$ cat config.mk
export PLATFORM = sky130hd
export DESIGN_NAME = uart_tx_frame
export DESIGN_NICKNAME = d
export VERILOG_FILES = /design/src/rtl/uart_tx_frame_pkg.sv /design/src/rtl/uart_baud_tick.sv /design/src/rtl/uart_tx_frame.sv
export SDC_FILE = /design/constraint.sdc
export NUM_CORES = 1
export LEC_CHECK = 0
export CAP_MARGIN = 20
export CORE_UTILIZATION = 49
export DETAILED_ROUTE_END_ITERATION = 10
export GPL_TIMING_DRIVEN = 0
export PLACE_DENSITY_LB_ADDON = 0.15
export REMOVE_ABC_BUFFERS = 1
export SKIP_CTS_REPAIR_TIMING = 1
export SLEW_MARGIN = 20
export SYNTH_ARGS = -nofsm -noshare
export SYNTH_HDL_FRONTEND = slang
export SYNTH_SLANG_ARGS = --single-unit
$ cat constraint.sdc
create_clock -name clk -period 1.9 [get_ports clk]
set_clock_uncertainty 0.1 [all_clocks]
set_input_delay 0.19 -clock clk [delete_from_list [all_inputs] [get_ports clk]]
set_output_delay 0.19 -clock clk [all_outputs]
set_load 0.02 [all_outputs]
$ cat src/rtl/uart_tx_frame_pkg.sv
// Shared definitions for the parametrised UART transmitter: state encoding,
// parity mode constants and a constant-evaluable ceiling-log2 helper.
package uart_tx_frame_pkg;

    typedef enum logic [5:0] {
        ST_IDLE   = 6'b00_0001,
        ST_START  = 6'b00_0010,
        ST_DATA   = 6'b00_0100,
        ST_PARITY = 6'b00_1000,
        ST_STOP   = 6'b01_0000,
        ST_FINAL  = 6'b10_0000
    } tx_state_e;

    localparam int PARITY_NONE = 32'sd0;
    localparam int PARITY_ODD  = 32'sd1;
    localparam int PARITY_EVEN = 32'sd2;

    // Smallest width w with 2**w >= value; used to size counters.
    function automatic int clog2(input int value);
        int width;
        width = 32'sd0;
        while ((32'sd1 <<< width) < value) begin
            width = width + 32'sd1;
        end
        return width;
    endfunction

endpackage

$ cat src/rtl/uart_baud_tick.sv
// Bit-period timer: counts 0..BIT_CLOCKS-1 and flags the last cycle of each
// bit period. A clear restarts the period so a frame starts on a full bit.
module uart_baud_tick
    import uart_tx_frame_pkg::*;
#(
    parameter int BIT_CLOCKS = 10
) (
    input  logic clk,
    input  logic rst,
    input  logic clear,
    output logic bit_end
);

    localparam int               CNT_W    = clog2(BIT_CLOCKS);
    localparam logic [CNT_W-1:0] CNT_LAST = CNT_W'(BIT_CLOCKS - 32'sd1);
    localparam logic [CNT_W-1:0] CNT_ZERO = {CNT_W{1'b0}};

    logic [CNT_W-1:0] cnt_r;

    // Bit-period counter, wrapping at the last cycle of each bit.
    always_ff @(posedge clk) begin
        if (rst) begin
            cnt_r <= CNT_ZERO;
        end else if (clear) begin
            cnt_r <= CNT_ZERO;
        end else if (cnt_r == CNT_LAST) begin
            cnt_r <= CNT_ZERO;
        end else begin
            cnt_r <= cnt_r + 1'b1;
        end
    end

    assign bit_end = (cnt_r == CNT_LAST);

endmodule

$ cat src/rtl/uart_tx_frame.sv
// Parametrised UART transmitter with valid/ready input handshake, 5..9 data
// bits, optional odd/even parity and 1 or 2 stop bits. Line outputs are registered.
module uart_tx_frame
    import uart_tx_frame_pkg::*;
#(
    parameter int CLK_FREQ_KHz  = 50000,
    parameter int BAUD_RATE_BPS = 115200,
    parameter int DATA_BITS     = 8,
    parameter int PARITY_MODE   = 0,
    parameter int STOP_BITS     = 1
) (
    input  logic                 clk,
    input  logic                 rst,
    input  logic                 data_valid,
    input  logic [DATA_BITS-1:0] data,
    output logic                 data_ready,
    output logic                 tx,
    output logic                 tx_en,
    output logic                 tx_done
);

    localparam int BIT_CLOCKS = (CLK_FREQ_KHz * 32'sd1000) / BAUD_RATE_BPS;
    localparam bit PARITY_EN  = (PARITY_MODE != PARITY_NONE);

    localparam int                DCNT_W    = clog2(DATA_BITS);
    localparam logic [DCNT_W-1:0] DCNT_LAST = DCNT_W'(DATA_BITS - 32'sd1);
    localparam logic [DCNT_W-1:0] DCNT_ZERO = {DCNT_W{1'b0}};
    localparam logic [0:0]        SCNT_LAST = 1'(STOP_BITS - 32'sd1);

    generate
        if (DATA_BITS < 32'sd5 || DATA_BITS > 32'sd9) begin : g_bad_data_bits
            $error("uart_tx_frame: DATA_BITS must be in 5..9");
        end
        if (PARITY_MODE < 32'sd0 || PARITY_MODE > 32'sd2) begin : g_bad_parity
            $error("uart_tx_frame: PARITY_MODE must be 0, 1 or 2");
        end
        if (STOP_BITS < 32'sd1 || STOP_BITS > 32'sd2) begin : g_bad_stop_bits
            $error("uart_tx_frame: STOP_BITS must be 1 or 2");
        end
        if (BIT_CLOCKS < 32'sd2) begin : g_bad_bit_clocks
            $error("uart_tx_frame: clock/baud ratio must be at least 2");
        end
    endgenerate

    // Parity bit that makes the total count of ones odd or even.
    function automatic logic parity_of(input logic [DATA_BITS-1:0] word);
        logic ones_odd;
        ones_odd = ^word;
        if (PARITY_MODE == PARITY_ODD) begin
            return ~ones_odd;
        end else begin
            return ones_odd;
        end
    endfunction

    tx_state_e              state_r,  state_next_s;
    logic [DATA_BITS-1:0]   shift_r,  shift_next_s;
    logic                   parity_r, parity_next_s;
    logic [DCNT_W-1:0]      dcnt_r,   dcnt_next_s;
    logic [0:0]             scnt_r,   scnt_next_s;
    logic                   tx_r,      tx_next_s;
    logic                   tx_en_r,   tx_en_next_s;
    logic                   tx_done_r, tx_done_next_s;
    logic                   accept_s;
    logic                   clear_s;
    logic                   bit_end_s;

    uart_baud_tick #(
        .BIT_CLOCKS (BIT_CLOCKS)
    ) u_baud_tick (
        .clk     (clk),
        .rst     (rst),
        .clear   (clear_s),
        .bit_end (bit_end_s)
    );

    assign data_ready = (state_r == ST_IDLE);
    assign accept_s   = data_valid & data_ready;

    // Next-state logic: frame sequencing and datapath updates.
    always_comb begin
        state_next_s  = state_r;
        shift_next_s  = shift_r;
        parity_next_s = parity_r;
        dcnt_next_s   = dcnt_r;
        scnt_next_s   = scnt_r;
        clear_s       = 1'b0;
        case (state_r)
            ST_IDLE: begin
                if (accept_s) begin
                    state_next_s  = ST_START;
                    shift_next_s  = data;
                    parity_next_s = parity_of(data);
                    dcnt_next_s   = DCNT_ZERO;
                    scnt_next_s   = 1'b0;
                    clear_s       = 1'b1;
                end else begin
                    state_next_s  = ST_IDLE;
                end
            end
            ST_START: begin
                if (bit_end_s) begin
                    state_next_s = ST_DATA;
                end else begin
                    state_next_s = ST_START;
                end
            end
            ST_DATA: begin
                if (bit_end_s) begin
                    shift_next_s = {1'b0, shift_r[DATA_BITS-1:1]};
                    if (dcnt_r == DCNT_LAST) begin
                        dcnt_next_s = DCNT_ZERO;
                        if (PARITY_EN) begin
                            state_next_s = ST_PARITY;
                        end else begin
                            state_next_s = ST_STOP;
                        end
                    end else begin
                        dcnt_next_s = dcnt_r + 1'b1;
                    end
                end else begin
                    state_next_s = ST_DATA;
                end
            end
            ST_PARITY: begin
                if (bit_end_s) begin
                    state_next_s = ST_STOP;
                end else begin
                    state_next_s = ST_PARITY;
                end
            end
            ST_STOP: begin
                if (bit_end_s) begin
                    if (scnt_r == SCNT_LAST) begin
                        scnt_next_s  = 1'b0;
                        state_next_s = ST_FINAL;
                    end else begin
                        scnt_next_s  = scnt_r + 1'b1;
                    end
                end else begin
                    state_next_s = ST_STOP;
                end
            end
            ST_FINAL: begin
                state_next_s = ST_IDLE;
            end
            default: begin
                state_next_s = ST_IDLE;
            end
        endcase
    end

    // Line outputs decoded from the upcoming state so they can be registered.
    always_comb begin
        tx_next_s      = 1'b1;
        tx_en_next_s   = 1'b0;
        tx_done_next_s = 1'b0;
        case (state_next_s)
            ST_IDLE: begin
                tx_next_s = 1'b1;
            end
            ST_START: begin
                tx_next_s    = 1'b0;
                tx_en_next_s = 1'b1;
            end
            ST_DATA: begin
                tx_next_s    = shift_next_s[0];
                tx_en_next_s = 1'b1;
            end
            ST_PARITY: begin
                tx_next_s    = parity_next_s;
                tx_en_next_s = 1'b1;
            end
            ST_STOP: begin
                tx_next_s    = 1'b1;
                tx_en_next_s = 1'b1;
            end
            ST_FINAL: begin
                tx_next_s      = 1'b1;
                tx_done_next_s = 1'b1;
            end
            default: begin
                tx_next_s = 1'b1;
            end
        endcase
    end

    // State, datapath and registered line outputs.
    always_ff @(posedge clk) begin
        if (rst) begin
            state_r   <= ST_IDLE;
            shift_r   <= {DATA_BITS{1'b0}};
            parity_r  <= 1'b0;
            dcnt_r    <= DCNT_ZERO;
            scnt_r    <= 1'b0;
            tx_r      <= 1'b1;
            tx_en_r   <= 1'b0;
            tx_done_r <= 1'b0;
        end else begin
            state_r   <= state_next_s;
            shift_r   <= shift_next_s;
            parity_r  <= parity_next_s;
            dcnt_r    <= dcnt_next_s;
            scnt_r    <= scnt_next_s;
            tx_r      <= tx_next_s;
            tx_en_r   <= tx_en_next_s;
            tx_done_r <= tx_done_next_s;
        end
    end

    assign tx      = tx_r;
    assign tx_en   = tx_en_r;
    assign tx_done = tx_done_r;

endmodule

* Yosys cells after proc, flatten, opt, wreduce, memory -nomap -nowiden *
Index checks and enable logic that the tools add are counted.
W data, S select, Z words.

storage, ports and cells
  output and inout bits = 4
  logic and storage cells = 62
  input port bits = 11
  flip-flop bits (word level) = 31

cells by class
  multiplexer cells = 26
  reduce and logical (&&, ||, !) cells = 7
  bitwise logic cells = 1
  eq/ne operators = 15
  add/subtract/negate cells = 3

operators by type and width
  cell                   count
  $pmux W6 S5            1
  $mux W6                4
  $mux W8                2
  $pmux W8 S2            1
  $eq A6 B2 Y1 const B   2
  $eq A6 B3 Y1 const B   2
  $eq A6 B4 Y1 const B   2
  $eq A6 B5 Y1 const B   2
  $mux W3                4
  $add A9 B1 Y9 const B  1
  $eq A9 B9 Y1 const B   1
  $mux W1                9
  $reduce_xor A8 Y1      1
  $eq A6 B1 Y1 const B   1
  $eq A6 B6 Y1 const B   1
  $pmux W3 S2            1
  $reduce_and A3 Y1      2
  $mux W5                1
  $ne A2 B2 Y1 const B   2
  $reduce_bool A2 Y1     2
  $reduce_or A4 Y1       1
  $add A3 B1 Y3 const B  1
  $eq A3 B3 Y1 const B   1
  $pmux W1 S3            1
  other kinds (6)        6

* Depth between registers and ports, before layout *
  depth in word-level cells = 7
  depth in mapped cells = 8

* Modules after synthesis *
Synthesis repeated with hierarchy kept, for this count alone.

second synthesis, totals
  cell total of the unflattened synthesis = 152
  area, all modules = 1411.4 µm²

modules (own cells, without submodules)
  module          cells an instance  area each (µm²)  seq. area each (µm²)  times used
  uart_tx_frame   106                997.2            420.4                 1
  uart_baud_tick  46                 414.1            180.2                 1

* Least setup slack after synthesis *
Ideal clock, no wire load.

  kind = reg2reg
  start = register state_r[1]
  end = register state_r[0]
  stages on the path, launching flop included = 6
  arrival = 1.777 ns
  setup slack = -0.096 ns
  setup time = 0.119 ns
  cell sequence = dfxtp_1 -> or4_4 -> or3b_4 -> nor3b_1 -> a31o_2 -> o21bai_1

on the way
  longest elaborated chain between the ends = 4
  elaborated cells between the ends (all ways) = 8

RTL lines
  element                   RTL line                                  RTL
  start: declaration        uart_tx_frame.sv:56                       tx_state_e state_r, state_next_s;
  start signal: assignment  uart_tx_frame.sv:200                      state_r <= state_next_s;
  $eq A6 B1 Y1              uart_tx_frame.sv:77, uart_tx_frame.sv:88
  $and A1 B1 Y1             uart_tx_frame.sv:78                       assign accept_s = data_valid & data_ready;
  $mux W2                   uart_tx_frame.sv:90                       if (accept_s) begin
  $pmux W6 S5 (*)           uart_tx_frame.sv:88                       case (state_r)

Every way passes the cells marked *; elsewhere a longest branch is shown, timed or not.
A chain may end at the register's enable or synchronous reset.

* Final worst setup path *
  start = register state_r[4]
  end = register dcnt_r[0]

on the way
  longest elaborated chain between the ends = 4
  elaborated cells between the ends (all ways) = 8

RTL lines
  element                             RTL line                                  RTL
  $eq A6 B1 Y1                        uart_tx_frame.sv:77, uart_tx_frame.sv:88
  $and A1 B1 Y1                       uart_tx_frame.sv:78
  $ne A2 B1 Y1 (no source line)       -
  $reduce_and A3 Y1 (no source line)  -
  end signal: assignment              uart_tx_frame.sv:203                      dcnt_r <= dcnt_next_s;
  end: declaration                    uart_tx_frame.sv:59                       logic [DCNT_W-1:0] dcnt_r, dcnt_next_s;

Several ways; a longest one is shown, not always the timed one.

==> summary.md <==
| Metric | Value |
|---|---|
| Count of TritonRoute iterations in the first routing pass | `4` |
| Critical path startpoint | `state_r[4]$_SDFF_PP0_` |
| Via-per-instance ratio | `5.545` |
| Final ANT Viol Nets | `0` |
| Transition time of the tightest slew-check pin | `0.7131 ns` |
| Post-layout worst setup margin | `-0.2521 ns` |
| Number of buffer and inverter instances along the worst setup path | `1` |
| Chip width | `around 55 µm` |
| Maximum net fanout on the critical path | `6` |
| Fill cell instance count of the final layout | `about 200` |
| Ratio of final minimum period to clock period | `113.3%` |
| Relative slew slack | `52.31%` |
| Average detailed-routed wire length per instance | `13.67 µm` |
| Reported leakage power | `0.6682 nW` |
| Number of input and output port buffers inserted | `14` |
| Worst Setup Path Type | `reg -> reg` |
| Placed cell area | `roughly 1500 µm²` |
| FP Rows | `18` |
| Critical path's largest stage delay | `0.57 ns` |
| Critical Path, Cell by Cell | `or4_4 -> nor4_4 -> buf_4 -> nor2_4 -> or4_4 -> a21oi_2` |
| Library cell with the largest summed area after synthesis | `sky130_fd_sc_hd__dfxtp_1` |
| RSZ-0062 raised after global routing | `true` |
| Routed vias | `1181` |
| Data arrival time of the worst path | `roughly 2.3 ns` |
| Number of H-tree branching levels | `2` |
| Initial antenna violation count | `0` |
| Worst-case clock buffer depth | `2` |
| Distinct cells, synth | `35` |
| Core Footprint | `approximately 2500 µm²` |
| Vertical extent of the die | `between 50 and 60 µm` |
| Final count of negative-setup-slack endpoints | `16` |
| Combined area of all synthesized cells | `between 1000 and 1500 µm²` |
| Root Driver | `sky130_fd_sc_hd__clkbuf_4` |
| Total non-filler cell area in the finished layout | `roughly 1800 µm²` |
| Reg-to-Reg Start | `state_r[4]$_SDFF_PP0_` |
| Post-Route Utilization | `a little under three quarters` |
| Violated checks | `setup timing` |
| Dominant synthesized flop cell | `sky130_fd_sc_hd__dfxtp_1` |
| Fraction of registers with async set/reset | `0%` |
| Met1 Usage GRT | `22.97%` |
| Count of flip-flops with a built-in enable after synthesis | `0` |
| TritonCTS clock tree | `yes` |
| Total length of routed wires | `2912 µm` |
| Tmin final | `2.152 ns` |
| Total global routing overflow | `0` |
| Total area of sequential cells | `605.6 µm²` |
| Area growth from synthesis to layout | `33.03%` |
| Max VDD drop | `0.7201 mV` |
| Area used by multi-input combinational logic | `around 810 µm²` |
| Post-route insts no fill | `between 200 and 250` |
| Final #Nets | `197` |
| Gr busiest metal | `met2` |
| Initial core utilization | `53.29%` |
| Result of the run | `finished with violations` |
| Grt met3 use | `around 7.5%` |
| Critical Path Sink Type | `flop` |
| Clock transition at the register clock pins on the worst setup and hold paths after CTS | `approximately 0.090 ns` |
| Class of the tightest hold or removal check | `in -> reg` |
| Gate Count Post-Synth | `151` |
| Startpoint kind of the worst setup timing path | `flop` |
| Count of state elements after synthesis | `30` |
| CP dominant cell by count | `sky130_fd_sc_hd__or4_4` |
| DRC viols | `0` |
| Mean instance size in the synthesized netlist | `around 9 µm²` |
| I/O pin count | `15` |
| Most repeated cell in the gate-level netlist after synthesis | `sky130_fd_sc_hd__dfxtp_1` |
| Category of cells accounting for the largest share of critical-path delay | `simple AND/OR/NAND/NOR gates` |
| Overall fraction of global-route tracks in use | `20.61%` |
| First-pass GRT wire length | `4229 µm` |
| R2R Setup Slk | `-0.25 ns` |
| Worst hold slack across all endpoints | `between 0.3 and 0.4 ns` |
| Slowest cell on the critical path | `sky130_fd_sc_hd__or4_4` |
| Number of cells after detailed placement | `190` |
| Share of the synthesized area in the top cell type | `44.28%` |
| Cell types with the highest counts after synthesis | `sky130_fd_sc_hd__dfxtp_1 (30), sky130_fd_sc_hd__nor2_1 (20), sky130_fd_sc_hd__a21oi_1 (14), sky130_fd_sc_hd__nand2_1 (13), sky130_fd_sc_hd__xnor2_1 (11)` |
| Maximum number of pins on one net before global-route repair | `20` |
| Proportion of synthesized chip area in sequential cells | `between 40% and 50%` |
| HPWL after detailed placement | `1941 µm` |
| Clock sink count | `30` |
| Count of endpoints failing hold in the final timing report | `0` |
| Insertion delay to the later sink of the worst-skew pair | `0.32 ns` |
| Power density over the cells | `744.0 nW/µm²` |
| Starting DRT DRC Count | `20` |
| Via count of the first global-routing pass | `1024` |
| Final weighted congestion in routability-driven placement | `0.7860` |
| HP Start | `data_valid` |
| Slew Viols, Final | `0` |
| Data required time of the worst path | `2.05 ns` |
| Share of layout cells above drive strength 1 | `26.78%` |
| Max Freq | `0.4647 GHz` |
| Count of inserted antenna diode cells | `0` |
| Number of max-cap violations | `0` |
| Num CTS Buffers | `5` |
| Floorplan die area | `2982 µm²` |
| Global-route met2 utilization | `33.53%` |
| Synthesis warning total | `0` |
| Top cells by area, synth | `sky130_fd_sc_hd__dfxtp_1 (44%), sky130_fd_sc_hd__xnor2_1 (7.1%), sky130_fd_sc_hd__nor2_1 (5.5%)` |
==> sequential cells by signal, indices dropped and copies added (netlist names) <==
signal / flops
u_baud_tick.cnt_r: 9
shift_r: 8
state_r: 6
dcnt_r: 3
parity_r: 1
tx: 1
tx_done: 1
tx_en: 1
==> final timing paths <==
kind,to,cells past startpoint
max,dcnt_r[0]$_SDFFE_PP0P_,6
min,state_r[0]$_SDFF_PP1_,2
max reg2reg,dcnt_r[0]$_SDFFE_PP0P_,6
min reg2reg,shift_r[1]$_SDFFE_PP0P_,2
==> worst reg2reg max path: cells and delay by family (launching register included) <==
family / cells / cell delay [ns]
buffers and inverters: 1 / 0.20
AO/OA/AOI/OAI: 1 / 0.12
flip-flops: 1 / 0.36
AND/OR/NAND/NOR: 4 / 1.29
==> per-stage QoR <==
stage / setup TNS, ns / setup slack (ns) / power [mW]
2_1_floorplan: -7.619 / -0.9341 / 0.8181
5_1_grt: -2.845 / -0.3251 / 1.420
3_3_place_gp: -18.48 / -1.626 / 0.8865
3_5_place_dp: -9.218 / -0.7308 / 0.8942
6_report: -1.636 / -0.2521 / 1.342
4_1_cts: -10.05 / -0.7670 / 1.281
==> power breakdown <==
group | total [mW] | switching (mW) | leakage [nW] | internal (mW)
Sequential | 0.683 | 0.0233 | 0.246 | 0.659
Clock | 0.389 | 0.210 | 0.0353 | 0.179
Combinational | 0.270 | 0.125 | 0.387 | 0.146
Total | 1.34 | 0.358 | 0.668 | 0.984
==> logic make-up after synthesis <==
group	after synthesis	synth area share, %
AO/OA/AOI/OAI	32	14.94
XOR/XNOR	13	8.395
adder cells (fa/ha/maj)	4	3.690
buffers and inverters	8	2.398
flip-flops	30	44.28
AND/OR/NAND/NOR	64	26.29
==> cell type report <==
type | count | area share (%)
Timing Repair Buffer | 30 | 15.60
Inverter | 2 | 0.4161
Tap cell | 30 | 2.080
Multi-Input combinational cell | 113 | 45.01
Clock inverter | 1 | 0.2774
Sequential cell | 30 | 33.56
Clock buffer | 7 | 3.051
==> placed cells by master (no fill, tap or decap), types with 2 or more instances in the layout <==
master / count
sky130_fd_sc_hd__a21oi_1: 12
sky130_fd_sc_hd__a22oi_1: 6
sky130_fd_sc_hd__and3_1: 3
sky130_fd_sc_hd__buf_4: 13
sky130_fd_sc_hd__buf_6: 3
sky130_fd_sc_hd__clkbuf_4: 5
sky130_fd_sc_hd__clkdlybuf4s50_1: 13
sky130_fd_sc_hd__dfxtp_1: 28
sky130_fd_sc_hd__ha_1: 4
sky130_fd_sc_hd__nand2_1: 10
sky130_fd_sc_hd__nand2_2: 3
sky130_fd_sc_hd__nand3_1: 2
sky130_fd_sc_hd__nor2_1: 18
sky130_fd_sc_hd__nor3_1: 3
sky130_fd_sc_hd__o211ai_1: 3
sky130_fd_sc_hd__o21ai_0: 2
sky130_fd_sc_hd__o21bai_1: 2
sky130_fd_sc_hd__or3_1: 4
sky130_fd_sc_hd__or3b_4: 2
sky130_fd_sc_hd__or4_4: 3
sky130_fd_sc_hd__xnor2_1: 11
sky130_fd_sc_hd__xor2_1: 2
==> per-layer routing <==
layer	wire, µm	up-vias	part of all wire (%)
met4	24	0	0.82
met3	123	2	4.2
li1	-	599	-
met1	1303	554	45
met2	1460	26	50
met5	0	-	0
Power figures use the tool's default switching activity.
